===== config.mk =====
export PLATFORM = sky130hd
export DESIGN_NAME = tsu_ts_queue
export DESIGN_NICKNAME = d
export VERILOG_FILES = /design/src/rtl/tsu_ts_queue.sv
export SDC_FILE = /design/constraint.sdc
export NUM_CORES = 1
export LEC_CHECK = 0
export BUFFER_PORTS_ARGS = -buffer_cell sky130_fd_sc_hd__buf_2
export CAP_MARGIN = 40
export CORE_MARGIN = 3
export CORE_UTILIZATION = 52
export CTS_BUF_LIST = sky130_fd_sc_hd__clkbuf_16
export DETAILED_ROUTE_END_ITERATION = 10
export PLACE_DENSITY_LB_ADDON = 0.08
export SYNTH_ARGS = -nofsm -noshare
export SYNTH_HDL_FRONTEND = slang
export SYNTH_SLANG_ARGS = --single-unit

===== constraint.sdc =====
create_clock -name bus2ip_clk -period 7 [get_ports bus2ip_clk]
set_input_delay 1.05 -clock bus2ip_clk [delete_from_list [all_inputs] [get_ports bus2ip_clk]]
set_output_delay 1.05 -clock bus2ip_clk [all_outputs]
set_load 0.02 [all_outputs]

===== src/rtl/tsu_ts_queue.sv =====
// ----------------------------------------------------------------------------
// tsu_ts_queue
// Timestamp record queue between the time-stamping unit and the register bank.
// Captured PTP timestamp records are pushed in; the oldest record is presented
// on head_o for the tx/rx timestamp read words and discarded by a pop pulse
// from bus decode. On overflow the new record is dropped and counted.
//
// Ports
//   bus2ip_clk    in   clock, rising edge
//   bus2ip_rst_n  in   asynchronous active-low reset
//   push_i        in   pulse, rec_i valid
//   rec_i         in   224-bit timestamp record
//   pop_i         in   pulse, discard head record
//   clr_i         in   pulse, flush queue and clear status
//   head_o        out  oldest record (zero when empty)
//   head_vld_o    out  queue non-empty
//   level_o       out  records held
//   full_o        out  level_o == DEPTH
//   ovf_o         out  sticky, a record was dropped
//   drop_cnt_o    out  dropped-record count, saturating at 255
// ----------------------------------------------------------------------------
module tsu_ts_queue #(
    parameter int unsigned DEPTH = 4,
    parameter int unsigned AW    = 2
) (
    input  logic              bus2ip_clk,
    input  logic              bus2ip_rst_n,
    input  logic              push_i,
    input  logic [223:0]      rec_i,
    input  logic              pop_i,
    input  logic              clr_i,
    output logic [223:0]      head_o,
    output logic              head_vld_o,
    output logic [AW:0]       level_o,
    output logic              full_o,
    output logic              ovf_o,
    output logic [7:0]        drop_cnt_o
);

    localparam int unsigned RW = 224;
    localparam int unsigned LW = AW + 1;
    localparam int unsigned CW = 8;

    logic [RW-1:0] mem_q [DEPTH];

    logic [AW-1:0] wr_ptr_q, wr_ptr_d;
    logic [AW-1:0] rd_ptr_q, rd_ptr_d;
    logic [LW-1:0] level_q,  level_d;
    logic          ovf_q,    ovf_d;
    logic [CW-1:0] drop_q,   drop_d;

    logic empty;
    logic full;
    logic push_acc;
    logic pop_acc;
    logic drop;

    assign empty = (level_q == LW'(0));
    assign full  = (level_q == LW'(DEPTH));

    // A pop is always accepted when full, so push+pop on a full queue fits.
    // An empty queue ignores pop, so push+pop on empty is a plain push.
    assign pop_acc  = pop_i && !empty && !clr_i;
    assign push_acc = push_i && (!full || pop_i) && !clr_i;
    assign drop     = push_i && full && !pop_i && !clr_i;

    // Next-state for pointers, level and overflow status
    always_comb begin
        wr_ptr_d = wr_ptr_q;
        rd_ptr_d = rd_ptr_q;
        level_d  = level_q;
        ovf_d    = ovf_q;
        drop_d   = drop_q;
        if (clr_i) begin
            wr_ptr_d = AW'(0);
            rd_ptr_d = AW'(0);
            level_d  = LW'(0);
            ovf_d    = 1'b0;
            drop_d   = CW'(0);
        end else begin
            if (push_acc) begin
                wr_ptr_d = wr_ptr_q + AW'(1);
            end
            if (pop_acc) begin
                rd_ptr_d = rd_ptr_q + AW'(1);
            end
            if (push_acc && !pop_acc) begin
                level_d = level_q + LW'(1);
            end else if (pop_acc && !push_acc) begin
                level_d = level_q - LW'(1);
            end
            if (drop) begin
                ovf_d = 1'b1;
                if (drop_q != {CW{1'b1}}) begin
                    drop_d = drop_q + CW'(1);
                end
            end
        end
    end

    // Control state register
    always_ff @(posedge bus2ip_clk or negedge bus2ip_rst_n) begin
        if (!bus2ip_rst_n) begin
            wr_ptr_q <= AW'(0);
            rd_ptr_q <= AW'(0);
            level_q  <= LW'(0);
            ovf_q    <= 1'b0;
            drop_q   <= CW'(0);
        end else begin
            wr_ptr_q <= wr_ptr_d;
            rd_ptr_q <= rd_ptr_d;
            level_q  <= level_d;
            ovf_q    <= ovf_d;
            drop_q   <= drop_d;
        end
    end

    // Record storage; contents are qualified by level, so no reset needed
    always_ff @(posedge bus2ip_clk) begin
        if (push_acc) begin
            mem_q[wr_ptr_q] <= rec_i;
        end
    end

    // Outputs decoded from registered state only
    always_comb begin
        head_o     = '0;
        head_vld_o = !empty;
        if (!empty) begin
            head_o = mem_q[rd_ptr_q];
        end
    end

    assign level_o    = level_q;
    assign full_o     = full;
    assign ovf_o      = ovf_q;
    assign drop_cnt_o = drop_q;

endmodule


== Word level (Yosys, flattened, before mapping) ==
Memories as Yosys holds them, arrays and structs flattened.
Index checks and enable logic that the tools add are counted.

* Bits in registers: 16
* Bits in writable memories: 896
* Input bits: 229
* Output and inout bits: 238
* Word-level logic and storage cells: 51
* Memories: 1

* Add/subtract/negate cells: 5
* Equality and inequality tests: 2
* Multiplexer cells: 15
* Reduce and logical (&&, ||, !) cells: 23

{| class="wikitable"
|+ Memories
! memory !! depth !! width !! rd ports !! clocked after Yosys merged registers in !! write ports !! RTL line !! RTL
|-
| mem_q || 4 || 224 || 1 || 0 || 1 || 44 || <nowiki>logic [RW-1:0] mem_q [DEPTH];</nowiki>
|}

{| class="wikitable"
|+ Operators with widths
! kind !! number
|-
| $mux 224 || 1
|-
| $mux 8 || 3
|-
| $logic_and 1x1->1 || 9
|-
| $mux 3 || 3
|-
| $add 8x1->8 const B || 1
|-
| $mux 2 || 4
|-
| $ne 8x8->1 const B || 1
|-
| $reduce_bool 2->1 || 4
|-
| $logic_not 1->1 || 6
|-
| $add 2x1->2 const B || 2
|-
| $mux 1 || 4
|-
| $add 3x1->3 const B || 1
|-
| $eq 3x3->1 const B || 1
|-
| $logic_not 3->1 || 1
|-
| $reduce_bool 3->1 || 1
|-
| $sub 3x1->3 const B || 1
|-
| $reduce_and 2->1 || 1
|-
| $logic_or 1x1->1 || 1
|}

== Longest topological paths before layout ==
* Word-level depth: 10
* Gate-level depth with buffers: 8
* Depth with buffers taken out: 7

== Worst setup path after synthesis ==
OpenSTA, ideal clock, no wires.

* Kind: input port to flip-flop
* Start: input pop_i
* End: memory mem_q[2][0], enable pin
* Library setup time: 0.613 ns
* Arrival time: 6.859 ns
* Data required time: 6.387 ns
* Slack: -0.472 ns
* Cell stages on the path: 4
* Cell sequence: clkbuf_1 -> nor4b_2 -> nor3_1 -> and2_1

* Longest elaborated chain between the ends: 5

{| class="wikitable"
|+ RTL lines
! element !! RTL line !! RTL
|-
| from (decl) || 30 || <nowiki>input logic pop_i,</nowiki>
|-
| $logic_or 1x1->1 || 64 || <nowiki>assign push_acc = push_i && (!full || pop_i) && !clr_i;</nowiki>
|-
| $logic_and 1x1->1 (2 in a row) || 64 ||
|-
| $mux 1 || 120 || <nowiki>if (push_acc) begin</nowiki>
|-
| $mux 1 (implied by the code) || 121 || <nowiki>mem_q[wr_ptr_q] <= rec_i;</nowiki>
|-
| to (decl) || 44 ||
|}

No other way between the ends.

== Final worst setup path ==
* Start: register level_q[1] (netlist: level_o[1])
* End: output head_o[86]

* Longest elaborated chain between the ends: 2

{| class="wikitable"
|+ RTL lines
! element !! RTL line !! RTL
|-
| from (decl) || 48 || <nowiki>logic [LW-1:0] level_q, level_d;</nowiki>
|-
| from (signal assigned) || 112 || <nowiki>level_q <= level_d;</nowiki>
|-
| $logic_not 3->1 || 58 || <nowiki>assign empty = (level_q == LW'(0));</nowiki>
|-
| $mux 224 || 129 || <nowiki>if (!empty) begin</nowiki>
|-
| to (decl) || 32 || <nowiki>output logic [223:0] head_o,</nowiki>
|}

No other way between the ends.

==> impl_metrics.json <==
{
  "synth-warning-count": 0,
  "hpwl_um": 41900,
  "root_buffer": "clkbuf_16",
  "setup_slack_ns": 3.05,
  "fin_cells": 2979,
  "yosysTopAreaCell": "edfxtp_1",
  "hold_path.class": "in -> async",
  "drt_iter0_drc": 1306,
  "arrival_ns": 2.90,
  "fmax_mhz": 253,
  "grt_usage_pct": 20.8,
  "globalplace.congestion": 0.774,
  "stdcell_area_um2": 41000,
  "ys_seq_elements": 912,
  "htree_levels": 3,
  "setup_tns_ns": 0,
  "critical_path_class": "reg -> out",
  "nets": 2268,
  "power.total_mw": 14.8,
  "dieArea_um2": 70100,
  "synth_ff_type": "edfxtp_1",
  "cp_max_fo": 197,
  "synth_edf_count": 896,
  "ff2ff_path_depth": 4,
  "ctsLongestPathBuffers": 3,
  "core_area_um2": 66000,
  "fin_util_pct": 62.1,
  "dp.cells": 2803,
  "ys_top_cells_by_area": "edfxtp_1, mux4_2, and2_1",
  "cts_hold_buf": 0,
  "syn_avg_cell_area_um2": 22.6,
  "rows": 94,
  "die_x_um": 265,
  "yosysTopAreaCellShare_pct": 77.3,
  "outcome": "finished, final reports clean",
  "cp.buffers_inverters": 2,
  "hold_viol": 0,
  "cts_tree": "done",
  "syn_area_um2": 34800,
  "detail-route-antenna-nets": 0,
  "grt_pass1_wl_um": 109000,
  "rsz0062_at_grt": "no",
  "async_flop_share_pct": 1.75,
  "crit_path_top_delay_cell": "buf_12",
  "numClockSinks": 912,
  "drc": 0,
  "wl_per_cell_um": 24.3,
  "grt_overflow_total": 0,
  "area_growth_pct": 17.8,
  "io_buffer_count": 466,
  "yosysUniqueCellTypes": 48,
  "hold_ws_ns": 0.346,
  "clk_pin_slew_worst_paths_ns": 0.06,
  "dr_total_vias": 16618,
  "firstDrtPassIters": 5,
  "required_ns": 5.95,
  "drive_above_1_share_pct": 39.8,
  "critical_path.max_stage_delay_ns": 0.66,
  "netlist_instances": 1541,
  "ioPinCount": 467,
  "cp_cell_sequence": "or3_4 -> buf_12 -> and2_1 -> buf_2",
  "skew_ns": 0.0116,
  "place_worst_setup_slack_ns": 3.10,
  "setup_viol": 0,
  "tightestPinTransition_ns": 0.905,
  "maxCapViolations": 0,
  "p_leak_nw": 14.0,
  "cts_setup_buffers": 0,
  "finalMaxSlewViolations": 0,
  "clkLatencyLatePin_ns": 0.62,
  "rr_endpoint": "mem_q[2][1]",
  "synth_commonest_cells": "edfxtp_1, and2_1, mux4_2",
  "p_per_area_nw_per_um2": 361,
  "peakVddDrop_uv": 362,
  "cp-end-kind": "primary output",
  "maxSlewHeadroom_pct": 39.6,
  "cp_top_family": "buffers and inverters",
  "syn-num-nets": 1776,
  "grt_max_degree": 198,
  "wirelength_um": 72400,
  "fp.dieH_um": 265,
  "cts_buffers": 92,
  "initial_core_util_pct": 52.7,
  "fillCellCount": 4701,
  "finalCritPeriodShare_pct": 56.4,
  "r2r_slack_ns": 3.88,
  "synth.most_common_cell": "edfxtp_1",
  "antenna_found_initial": 24,
  "yosysSeqAreaShare_pct": 78.5,
  "ctsResizeCount": 0,
  "grt_pass1_vias": 17260,
  "post_dp_cell_area_um2": 38200,
  "min_period_ns": 3.95,
  "r2r-start": "level_o[2]",
  "routed_via_density": 5.58,
  "crit_path_start_kind": "flop"
}
-- flip-flops by register name (all words and copies together) (netlist names) --
name / count
level_o: 3
rd_ptr_q: 2
wr_ptr_q: 2
mem_q: 896
ovf_o: 1
drop_cnt_o: 8
-- final cells by class --
cell class / count / area, um2 / area share, %
antenna: 11 / 27.5 / 0.0671
clock buffer: 94 / 2350 / 5.74
clock inverter: 71 / 457 / 1.11
inverter: 6 / 22.5 / 0.0549
multi-input combinational: 537 / 7110 / 17.3
sequential: 912 / 27300 / 66.6
tap: 864 / 1080 / 2.64
timing repair buffer: 484 / 2650 / 6.45
-- metal layers --
metal	share of wire [%]	track usage, %	vias up
met5	0.19	0	-
met1	40	28.2	8637
met2	50	33.7	499
li1	-	-	7329
met4	2.4	6.39	24
met3	7.4	5.64	129
-- where the power goes --
group / internal, mW / leakage, nW / switching, mW
Combinational: 1.59 / 4.21 / 2.39
Clock: 2.60 / 1.48 / 1.93
Sequential: 6.20 / 8.35 / 0.0773
Total: 10.4 / 14.0 / 4.39
-- worst reg2reg max path, delay by kind of cell, from the launching register on --
kind                   cells  cell delay, ns
flip-flops                 1            0.50
buffers and inverters      1            0.53
AND/OR/NAND/NOR            3            1.43
-- placed cells by master (no fill, tap or decap), types with 8 or more instances in the layout --
cell type | synthesis | routed
edfxtp_1 | 896 | 896
mux4_2 | 224 | 224
clkinv_2 | 0 | 13
buf_2 | 28 | 466
clkbuf_16 | 0 | 94
dfrtp_1 | 16 | 14
clkinv_1 | 0 | 22
buf_12 | 0 | 11
inv_1 | 6 | 32
nor2_1 | 8 | 8
and2_1 | 231 | 227
diode_2 | 0 | 11
-- logic make-up after synthesis --
logic type	count (synthesis)	share of synthesized area, %
fa+ha+maj	6	0.237
simple gates	273	4.89
mux	227	14.6
buf+inv	92	1.15
flops	912	78.5
xor+xnor	4	0.101
compound gates	27	0.554
-- worst max path at each step --
stage               start       endpoint  slack [ns]  cells after the start
2_1_floorplan       pop_i    mem_q[0][0]        2.03                      4
3_3_place_gp       push_i  mem_q[1][109]        2.94                      5
3_5_place_dp       push_i  mem_q[2][189]        3.10                      5
4_1_cts        level_o[1]    head_o[211]        2.97                      4
5_1_grt        level_o[0]     head_o[86]        2.83                      4
6_report       level_o[1]     head_o[86]        3.05                      4
(Power assumes the default switching activity.)
